**config.mk**
```make
export PLATFORM = sky130hd
export DESIGN_NAME = fcvt_int_writeback_flat
export DESIGN_NICKNAME = d
export VERILOG_FILES = /design/src/rtl/fcvt_int_writeback_if.sv /design/src/rtl/fcvt_int_writeback.sv /design/src/flat_wrapper.sv
export SDC_FILE = /design/constraint.sdc
export NUM_CORES = 1
export LEC_CHECK = 0
export CORE_MARGIN = 8
export CORE_UTILIZATION = 45
export CTS_CLUSTER_SIZE = 40
export DETAILED_ROUTE_END_ITERATION = 16
export PLACE_DENSITY_LB_ADDON = 0.05
export SKIP_LAST_GASP = 1
export SLEW_MARGIN = 20
export SYNTH_ARGS = -nofsm -noshare
export SYNTH_HDL_FRONTEND = slang
export SYNTH_SLANG_ARGS = --single-unit
export TNS_END_PERCENT = 50
```
**constraint.sdc**
```tcl
create_clock -name clk -period 8.09 [get_ports clk]
set_clock_uncertainty 0.05 [all_clocks]
set_input_delay 1.618 -clock clk [delete_from_list [all_inputs] [get_ports clk]]
set_output_delay 1.618 -clock clk [all_outputs]
set_load 0.01 [all_outputs]
```
**src/rtl/fcvt_int_writeback_if.sv**
```systemverilog
// Handshake bundle between the float-to-int converter, this writeback stage and its consumer.
// The master side drives converter results and consumer ready; the slave side is the stage.
interface fcvt_int_writeback_if #(
   parameter int XLEN = 64,
   parameter int TAGW = 5
);
   logic            in_valid;
   logic            in_ready;
   logic [XLEN-1:0] in_int;
   logic [2:0]      in_xflags;
   logic            in_word;
   logic [TAGW-1:0] in_tag;
   logic            out_valid;
   logic            out_ready;
   logic [XLEN-1:0] out_data;
   logic [4:0]      out_fflags;
   logic [TAGW-1:0] out_tag;

   modport master (
      output in_valid, in_int, in_xflags, in_word, in_tag, out_ready,
      input  in_ready, out_valid, out_data, out_fflags, out_tag
   );

   modport slave (
      input  in_valid, in_int, in_xflags, in_word, in_tag, out_ready,
      output in_ready, out_valid, out_data, out_fflags, out_tag
   );
endinterface

```
**src/rtl/fcvt_int_writeback.sv**
```systemverilog
// Float-to-int writeback: RISC-V width formatting, fflags mapping, 2-entry result FIFO
// and a sticky fflags accumulator.
//
// state | meaning
// EMPTY | no buffered results, out_valid=0, in_ready=1
// ONE   | one result buffered, out_valid=1, in_ready=1
// FULL  | two results buffered, out_valid=1, in_ready=0
module fcvt_int_writeback #(
   parameter int XLEN = 64,
   parameter int TAGW = 5
) (
   input  logic                      clk,
   input  logic                      rst_n,
   fcvt_int_writeback_if.slave       bus,
   input  logic                      acc_clear,
   output logic [4:0]                acc_fflags
);
   typedef enum logic [1:0] {
      EMPTY = 2'd0,
      ONE   = 2'd1,
      FULL  = 2'd2
   } state_t;

   state_t          state;
   logic            wr_ptr;
   logic            rd_ptr;
   logic            in_ready_q;
   logic            out_valid_q;
   logic [XLEN-1:0] mem_data   [2];
   logic [4:0]      mem_fflags [2];
   logic [TAGW-1:0] mem_tag    [2];

   logic            push;
   logic            pop;
   logic [XLEN-1:0] fmt_data;
   logic            nv;
   logic [4:0]      fmt_fflags;

   assign push = bus.in_valid & in_ready_q;
   assign pop  = out_valid_q & bus.out_ready;

   // Word conversions sign-extend bit 31 regardless of signedness.
   assign fmt_data   = bus.in_word ? {{(XLEN-32){bus.in_int[31]}}, bus.in_int[31:0]} : bus.in_int;
   assign nv         = bus.in_xflags[2] | bus.in_xflags[1];
   assign fmt_fflags = {nv, 3'b000, bus.in_xflags[0] & ~nv};

   assign bus.in_ready   = in_ready_q;
   assign bus.out_valid  = out_valid_q;
   assign bus.out_data   = mem_data[rd_ptr];
   assign bus.out_fflags = mem_fflags[rd_ptr];
   assign bus.out_tag    = mem_tag[rd_ptr];

   always_ff @(posedge clk) begin
      if (!rst_n) begin
         state       <= EMPTY;
         wr_ptr      <= 1'b0;
         rd_ptr      <= 1'b0;
         in_ready_q  <= 1'b1;
         out_valid_q <= 1'b0;
         acc_fflags  <= 5'd0;
         for (int i = 0; i < 2; i++) begin
            mem_data[i]   <= '0;
            mem_fflags[i] <= '0;
            mem_tag[i]    <= '0;
         end
      end else begin
         if (push) begin
            mem_data[wr_ptr]   <= fmt_data;
            mem_fflags[wr_ptr] <= fmt_fflags;
            mem_tag[wr_ptr]    <= bus.in_tag;
            wr_ptr             <= ~wr_ptr;
         end
         if (pop) begin
            rd_ptr <= ~rd_ptr;
         end

         // Clear takes effect before the popped entry is OR-ed in.
         if (acc_clear) begin
            acc_fflags <= pop ? mem_fflags[rd_ptr] : 5'd0;
         end else if (pop) begin
            acc_fflags <= acc_fflags | mem_fflags[rd_ptr];
         end

         case (state)
            EMPTY: begin
               if (push) begin
                  state       <= ONE;
                  out_valid_q <= 1'b1;
               end
            end
            ONE: begin
               if (push && !pop) begin
                  state      <= FULL;
                  in_ready_q <= 1'b0;
               end else if (pop && !push) begin
                  state       <= EMPTY;
                  out_valid_q <= 1'b0;
               end
            end
            FULL: begin
               if (pop) begin
                  state      <= ONE;
                  in_ready_q <= 1'b1;
               end
            end
            default: begin
               state       <= EMPTY;
               in_ready_q  <= 1'b1;
               out_valid_q <= 1'b0;
            end
         endcase
      end
   end
endmodule

```
**src/flat_wrapper.sv**
```systemverilog
// flat-port wrapper written by rule: the top's interface ports become plain ports
module fcvt_int_writeback_flat 
#(
   parameter int XLEN = 64,
   parameter int TAGW = 5
)
  (clk, rst_n, acc_clear, acc_fflags, bus_in_valid, bus_in_int, bus_in_xflags, bus_in_word, bus_in_tag, bus_out_ready, bus_in_ready, bus_out_valid, bus_out_data, bus_out_fflags, bus_out_tag);
  fcvt_int_writeback_if #(.XLEN(XLEN), .TAGW(TAGW)) bus_i ();
  input  logic clk;
  input  logic rst_n;
  input  logic acc_clear;
  output logic [4:0] acc_fflags;
  input wire logic [$bits(bus_i.in_valid)-1:0] bus_in_valid;
  input wire logic [$bits(bus_i.in_int)-1:0] bus_in_int;
  input wire logic [$bits(bus_i.in_xflags)-1:0] bus_in_xflags;
  input wire logic [$bits(bus_i.in_word)-1:0] bus_in_word;
  input wire logic [$bits(bus_i.in_tag)-1:0] bus_in_tag;
  input wire logic [$bits(bus_i.out_ready)-1:0] bus_out_ready;
  output wire logic [$bits(bus_i.in_ready)-1:0] bus_in_ready;
  output wire logic [$bits(bus_i.out_valid)-1:0] bus_out_valid;
  output wire logic [$bits(bus_i.out_data)-1:0] bus_out_data;
  output wire logic [$bits(bus_i.out_fflags)-1:0] bus_out_fflags;
  output wire logic [$bits(bus_i.out_tag)-1:0] bus_out_tag;
  assign bus_i.in_valid = bus_in_valid;
  assign bus_i.in_int = bus_in_int;
  assign bus_i.in_xflags = bus_in_xflags;
  assign bus_i.in_word = bus_in_word;
  assign bus_i.in_tag = bus_in_tag;
  assign bus_i.out_ready = bus_out_ready;
  assign bus_in_ready = bus_i.in_ready;
  assign bus_out_valid = bus_i.out_valid;
  assign bus_out_data = bus_i.out_data;
  assign bus_out_fflags = bus_i.out_fflags;
  assign bus_out_tag = bus_i.out_tag;
  fcvt_int_writeback #(.XLEN(XLEN), .TAGW(TAGW)) u_core (.clk(clk), .rst_n(rst_n), .bus(bus_i), .acc_clear(acc_clear), .acc_fflags(acc_fflags));
endmodule
```
=== Word level (Yosys, flattened, before mapping) ===
Memory sizes are Yosys's and may differ from the RTL's. A register that Yosys moved wholly into a read port is not among the register bits.
Cells that the tools add are included.

* Word-level logic and storage cells: 74
* Memory bits (writable): 142
* Output and inout bits: 81
* Memories kept: 3
* Input port bits: 78
* Latch bits: 0
* Memory bits (read-only): 0
* Register bits after elaboration: 11

* Reduce and logical (&&, ||, !) cells: 12
* Bitwise operators: 10
* Muxes and demuxes: 35
* Divide/modulo/power cells: 0
* $lt $le $gt $ge: 0
* Shifts and indexed selects: 0
* $add $sub $neg: 0
* Multiply operators: 0
* Equal/unequal tests: 8

{| class="wikitable"
|+ Memory list
! name !! words !! width !! read ports !! clocked after Yosys merged registers in !! wr ports !! line !! RTL
|-
| u_core.mem_data || 2 || 64 || 1 || 1 || 2 || fcvt_int_writeback.sv:29 || <nowiki>logic [XLEN-1:0] mem_data [2];</nowiki>
|-
| u_core.mem_tag || 2 || 5 || 1 || 1 || 2 || fcvt_int_writeback.sv:31 || <nowiki>logic [TAGW-1:0] mem_tag [2];</nowiki>
|-
| u_core.mem_fflags || 2 || 2 || 1 || 1 || 2 || fcvt_int_writeback.sv:30 || <nowiki>logic [4:0] mem_fflags [2];</nowiki>
|}

{| class="wikitable"
|+ Operators by type and width
! operator !! count
|-
| $mux 64 || 2
|-
| $reduce_or 64->1 || 1
|-
| $mux 1 || 21
|-
| $mux 5 || 4
|-
| $mux 2 || 5
|-
| $ne 2x1->1 const B || 4
|-
| $pmux 1 s3 || 2
|-
| $pmux 2 s3 || 1
|-
| $reduce_and 3->1 || 2
|-
| $not 1->1 || 5
|-
| $or 5x5->5 || 1
|-
| $reduce_or 5->1 || 1
|-
| $reduce_and 4->1 || 1
|-
| $and 1x1->1 || 3
|-
| $ne 3x1->1 const B || 1
|-
| $eq 2x1->1 const B || 1
|-
| $eq 2x2->1 const B || 1
|-
| $logic_and 1x1->1 || 2
|-
| $logic_not 1->1 || 2
|-
| $logic_not 2->1 || 1
|-
| $ne 2x2->1 const B || 1
|-
| $reduce_bool 2->1 || 1
|-
| $reduce_or 2->1 || 1
|-
| $or 1x1->1 || 1
|}

=== Logic depth before layout (Yosys ltp) ===
Gate-level depths: netlist (run 1).

* Depth after elaboration: 6
* Depth in mapped cells: 6
* Mapped depth without buffers: 3

=== Least setup slack after synthesis (run 1) ===
No wires, ideal clock.

* Kind: input to register
* Start: input bus_in_valid
* End: memory u_core.mem_data[0][0] (enable)
* Path buffers: 0
* Cell stages on the path: 2
* Setup slack: 0.713 ns
* Data required time: 7.442 ns
* Setup time: 0.598 ns
* Arrival time: 6.728 ns
* Cells stage by stage: nand2_2 -> o21ai_0

{| class="wikitable"
|+ RTL lines
! item !! line !! RTL
|-
| from (decl) || flat_wrapper.sv:13 || <nowiki>input wire logic [$bits(bus_i.in_valid)-1:0] bus_in_valid;</nowiki>
|-
| to (decl) || fcvt_int_writeback.sv:29 ||
|}

==> impl_metrics.tcl, run 1 <==
set metrics [dict create \
    status "completed" \
    leakagePower_nw 3.305 \
    place_area_um2 8272 \
    worstPathRequired_ns 8.07 \
    htreeDepth 4 \
    clkLatencyLatePin_ns 0.42 \
    fin_crit_ns 4.421 \
    antenna_found_initial 0 \
    drt-wirelength-per-cell_um 18.26 \
    n_antenna_cell 0 \
    cts_tree "built" \
    synth.top_cell.area_share_pct 63.36 \
    vias 4167 \
    seqCellArea_um2 4448 \
    slew-limit-headroom_pct 28.22 \
    global_route.usage.total_pct 15.61 \
    cts_inserted_buffers 17 \
    min_period_over_period_pct 54.65 \
    stdcell_area_um2 8906 \
    die_h_um 138.3 \
    p_clk_share_pct 39.3 \
    synth_top_area_cell "edfxtp_1" \
    pwr-share-seq_pct 44.8 \
    grt_pass1_wl_mm 23.49 \
    grt_max_degree 72 \
    switching_power_w 0.0004867 \
    placed_cells 779 \
    cts_sinks 151 \
    fillers 1168 \
    area_growth_pct 32.33 \
    ant_nets 0 \
    io_pins 159 \
    post_synth_inst_count 473 \
    ir_drop_uv 146.3 \
    drtIter0Drc 273 \
    yosysWarningCount 0 \
    grt_pass1_vias 4561 \
    max_freq_mhz 226.2 \
    hold_viol_final 0 \
    pre_cts_slack_ns 3.162 \
    synthArstFlopShare_pct 0 \
    hp-class "register to register" \
    cts_resized 0 \
    numPortBuffers 152 \
    coreArea_um2 14590 \
    hold_ws_ns 0.4752 \
    cts_hold_buf 0 \
    drc 0 \
    chipWidth_um 138.3 \
    final_nets 692 \
    place_congestion 0.7306 \
    ys.flop_type "edfxtp_1" \
    yosysSeqAreaShare_pct 66.03 \
    rsz0062_at_grt "no" \
    multi_input_area_um2 2049 \
    clock-root-buffer "clkbuf_16" \
    die_area_um2 19130 \
    rows 44 \
    drv_cap 0 \
    first_pass_iters 4 \
    worst-endpoint-arrival_ns 4.40 \
    crit_path_end_kind "register" \
    hpwlAfterDp_mm 9.079 \
    crit_chain "clkdlybuf4s50_1 > nand3_2 > nand2_4" \
    report.final.setup_viol 0 \
    cts_setup_buffers 0 \
    ys_top_cells_by_count "edfxtp_1 (142), mux2_2 (71), nor2_1 (69)" \
    fin_setup_tns_ns 0 \
    ctsLongestPathBuffers 2 \
    synth.distinct_cells 36 \
    slew_viol_final 0 \
    synth_most_common_cell "edfxtp_1" \
    comb_power_share_pct 15.9 \
    synthXorXnorAreaFrac_pct 0.2603 \
    cp-start-kind "input port" \
    synth_top_family_by_area "simple AND/OR/NAND/NOR gates" \
    slowest_stage "nand2_4" \
    ys_seq_elements 151 \
    layout-drive-gt1-share_pct 22.17 \
    synth_compound_area_share_pct 3.476 \
    powerDensity_nw_per_um2 242.1 \
    cts.clk_slew.worst_paths_ns 0.06 \
    synthAdderAreaFrac_pct 0 \
    synth-simple-area-share_pct 14.05 \
    synthMuxAreaShare_pct 12.03 \
    viasPerCell 5.138 \
    worstSetupPathType "input port to register" \
    layout.cells.non_filler 811 \
    synth_area_per_cell_um2 14.23 \
    worst_slew_pin_slew_ns 1.075 \
    start_util_pct 46.13 \
    swShare_pct 22.57 \
    synth_edf_count 142 \
    crit_fanout 71 \
    grt_remaining_overflow 0 \
    synth.area.top_cells "edfxtp_1 (63%), mux2_2 (12%), and2_1 (4.7%)" \
    slowest_delay_ns 1.09 \
    intPower_w 0.001670 \
    drt_wl_total_mm 14.81 \
    syn_area_um2 6730 \
    worst_slack_ns 3.669 \
]
## power by group through the flow
| stage | Combinational (W) | Sequential, W | Clock (W) |
|---|---|---|---|
| floorplan | 0.000188 | 0.000966 | 0 |
| global placement | 0.000346 | 0.000980 | 0 |
| detailed placement | 0.000347 | 0.000984 | 0 |
| CTS | 0.000350 | 0.000968 | 0.000862 |
| global route | 0.000368 | 0.000976 | 0.000890 |
| finish | 0.000342 | 0.000967 | 0.000847 |
## worst paths after layout
check	startpoint	endpoint	slack, ns	cells past startpoint
hold reg to reg	u_core.acc_fflags[0]	u_core.acc_fflags[0]	0.48	2
hold / removal	u_core.acc_fflags[0]	u_core.acc_fflags[0]	0.48	2
setup reg to reg	u_core.bus.in_ready	u_core.mem_data[1][7]	5.27	3
setup / recovery	rst_n	u_core.mem_data[1][7]	3.67	3
## critical path: cells and delay by family
kind | cells | cell delay, ns
buf+inv | 1 | 0.85
simple gates | 2 | 1.89
## cell families after synthesis
group | count (synthesis)
buffers and inverters | 39
flip-flops | 151
other | 1
multiplexers | 72
AO/OA/AOI/OAI | 43
AND/OR/NAND/NOR | 165
XOR/XNOR | 2
## flip-flops by register name, indices dropped and copies added, names as in the netlist, named ones only
name and cells:
u_core.bus.out_valid 1, u_core.bus.in_ready 1, u_core.acc_fflags 2, u_core.mem_tag 10, u_core.wr_ptr 1, u_core.state 2
u_core.mem_fflags 4, u_core.mem_data 128, u_core.rd_ptr 1
## cells in the final DEF, fill, tap and decap left out, drive strengths merged
cell,n
mux2i,1
o21ai,3
nand2,4
clkinvlp,5
bufinv,5
nand2b,2
nor2b,2
clkinv,5
xnor2,2
o21a,1
clkdlybuf4s50,152
nand3b,1
edfxtp,142
nand3,3
conb,6
dfxtp,9
o31ai,1
a211o,1
and4b,1
and4,1
and2,79
mux2,71
a21oi,34
a21o,1
buf,2
inv,2
and3,2
nor2,69
nor3b,1
a32oi,2
clkbuf,17
## layer usage
metal	up-vias	global-route usage, %	routed length [um]
met5	-	0	0
met4	0	6.407	259
met3	22	5.445	1032
met2	147	25.39	7104
met1	2046	18.48	6415
li1	1952	-	-
## layout make-up
class / instances / area share, %
Multi-Input combinational cell: 288 / 23.01
Sequential cell: 151 / 49.94
Inverter: 2 / 0.08429
Timing Repair Buffer: 154 / 17.25
Clock inverter: 15 / 2.346
Clock buffer: 17 / 4.777
Tap cell: 184 / 2.585
## per-stage QoR
step	power, W	util [%]
floorplan	0.001154	-
global placement	0.001327	56.69
detailed placement	0.001331	56.70
CTS	0.002179	61.05
global route	0.002234	61.05
finish	0.002156	61.05
No activity file was read; power rests on OpenSTA's default activity.
==> inputs of run 2 (changes only) <==
==> constraint.sdc (replaced) <==
create_clock -name clk -period 3.7 [get_ports clk]
set_clock_uncertainty 0.05 [all_clocks]
set_input_delay 0.74 -clock clk [delete_from_list [all_inputs] [get_ports clk]]
set_output_delay 0.74 -clock clk [all_outputs]
set_load 0.01 [all_outputs]
==> run 2 against run 1 <==
- total power grew 100%
- sequential share of layout area grew 0.25 points
- critical path depth unchanged
- count of clock-buffer cells in the layout up 4
- register-to-register slack lost 3.6 ns
- critical path type is now register to primary output
==> impl_metrics.tcl, run 2 (same netlist as run 1, synthesis figures left out) <==
set metrics [dict create \
    grt_max_degree 39 \
    clkLatencyLatePin_ns 0.41 \
    power.total_w 0.004369 \
    worst_slack_ns 0.6274 \
    ctsLongestPathBuffers 2 \
    cts_hold_buf 0 \
    layout.cells.non_filler 815 \
    mostFrequentLayoutCells "clkdlybuf4s50_1 (152), edfxtp_1 (142), mux2_2 (71), nor2_1 (69), and2_1 (51)" \
    cts_inserted_buffers 17 \
    worstPathRequired_ns 2.91 \
    io_pins 159 \
    vias 4098 \
    cts_setup_buffers 0 \
    hold_viol_final 0 \
    ant_nets 0 \
    drtIter0Drc 244 \
    hold_start "u_core.acc_fflags[0]" \
    slew_viol_final 0 \
    fin_crit_ns 3.073 \
    final_nets 699 \
    hpwlAfterDp_mm 9.473 \
    pre_cts_slack_ns 0.8093 \
    cp-start-kind "register" \
    slowest_delay_ns 0.66 \
    antenna_found_initial 1 \
    place_congestion 0.7389 \
    largestRegisters "u_core.mem_data: 128 flops, u_core.mem_tag: 10 flops, u_core.mem_fflags: 4 flops" \
    largest_register_ffs 128 \
    die_h_um 138.3 \
    rsz0062_at_grt "no" \
    drt-wirelength-per-cell_um 18.07 \
    fin_setup_tns_ns 0 \
    drv_cap 0 \
    regMostFlops "u_core.mem_data" \
    cts.clk_slew.worst_paths_ns 0.05 \
    leakagePower_nw 3.304 \
    report.final.setup_viol 0 \
    chipWidth_um 138.3 \
    crit_chain "buf_12 > mux2_2 > clkdlybuf4s50_1" \
    slew-limit-headroom_pct 24.70 \
    min_period_over_period_pct 83.04 \
    crit_path_end_kind "primary output" \
    powerDensity_nw_per_um2 493.1 \
    n_antenna_cell 0 \
    ir_drop_uv 294.5 \
    status "completed" \
    fin_util_pct 60.74 \
    fillers 1139 \
    grt_pass1_wl_mm 23.17 \
    worst-endpoint-arrival_ns 2.28 \
    drt_wl_total_mm 14.73 \
    global_route.usage.total_pct 15.42 \
    seqCellArea_um2 4448 \
    max_freq_mhz 325.5 \
    die_area_um2 19130 \
    clock-root-buffer "clkbuf_16" \
    cts_tree "built" \
    worst_slew_pin_slew_ns 1.128 \
    drc 0 \
    cts_resized 0 \
    grt_remaining_overflow 0 \
    first_pass_iters 4 \
    cts_sinks 151 \
    crit_fanout 38 \
    start_util_pct 46.13 \
    area_growth_pct 31.66 \
    rows 44 \
    grt_pass1_vias 4390 \
    placed_cells 786 \
    hp-class "register to register" \
    viasPerCell 5.028 \
    mostFrequentLayoutCell "clkdlybuf4s50_1" \
    htreeDepth 4 \
    slowest_stage "dfxtp_4" \
    coreArea_um2 14590 \
    worstSetupPathType "register to primary output" \
    r2r-start "u_core.bus.in_ready" \
    layout-drive-gt1-share_pct 21.71 \
    numPortBuffers 152 \
    multi_input_area_um2 2048 \
]
==> run 2: stage by stage <==
stage               hold WS, ns  instance area (um2)
floorplan                0.4912                 6753
global placement         0.4483                 8361
detailed placement       0.4656                 8361
CTS                      0.4941                 8861
global route             0.5308                 8861
finish                   0.4830                 8861
==> run 2: final cells by class <==
| class | count | area share [%] |
|---|---|---|
| Clock inverter | 8 | 0.6778 |
| Multi-Input combinational cell | 288 | 23.11 |
| Timing Repair Buffer | 161 | 18.36 |
| Sequential cell | 151 | 50.20 |
| Inverter | 2 | 0.08472 |
| Clock buffer | 21 | 4.970 |
| Tap cell | 184 | 2.598 |
==> run 2: metal layers <==
layer  track usage [%]  routed length (um)  vias to the layer above
li1                  -                   -                     1962
met1             18.54                6371                     2006
met2             24.81                7272                      124
met3             6.336                1028                        4
met4             4.634                  45                        2
met5                 0                  13                        -
==> run 2: power by group <==
part | internal [W] | leakage (nW) | switching [W]
Combinational | 0.000445 | 1.48 | 0.000338
Sequential | 0.00203 | 1.58 | 0.0000599
Clock | 0.000899 | 0.246 | 0.000595
Total | 0.00338 | 3.30 | 0.000993
==> run 2: final timing paths <==
kind                      endpoint  depth (start not counted)  slack, ns
max                bus_out_data[0]                          3       0.63
min           u_core.acc_fflags[0]                          2       0.48
max reg2reg  u_core.mem_data[0][6]                          3       1.69
min reg2reg   u_core.acc_fflags[0]                          2       0.48
==> run 2: critical path: cells and delay by family, from the launching register on <==
kind | cells | cell delay, ns
buffers and inverters | 2 | 0.83
flip-flops | 1 | 0.66
multiplexers | 1 | 0.36
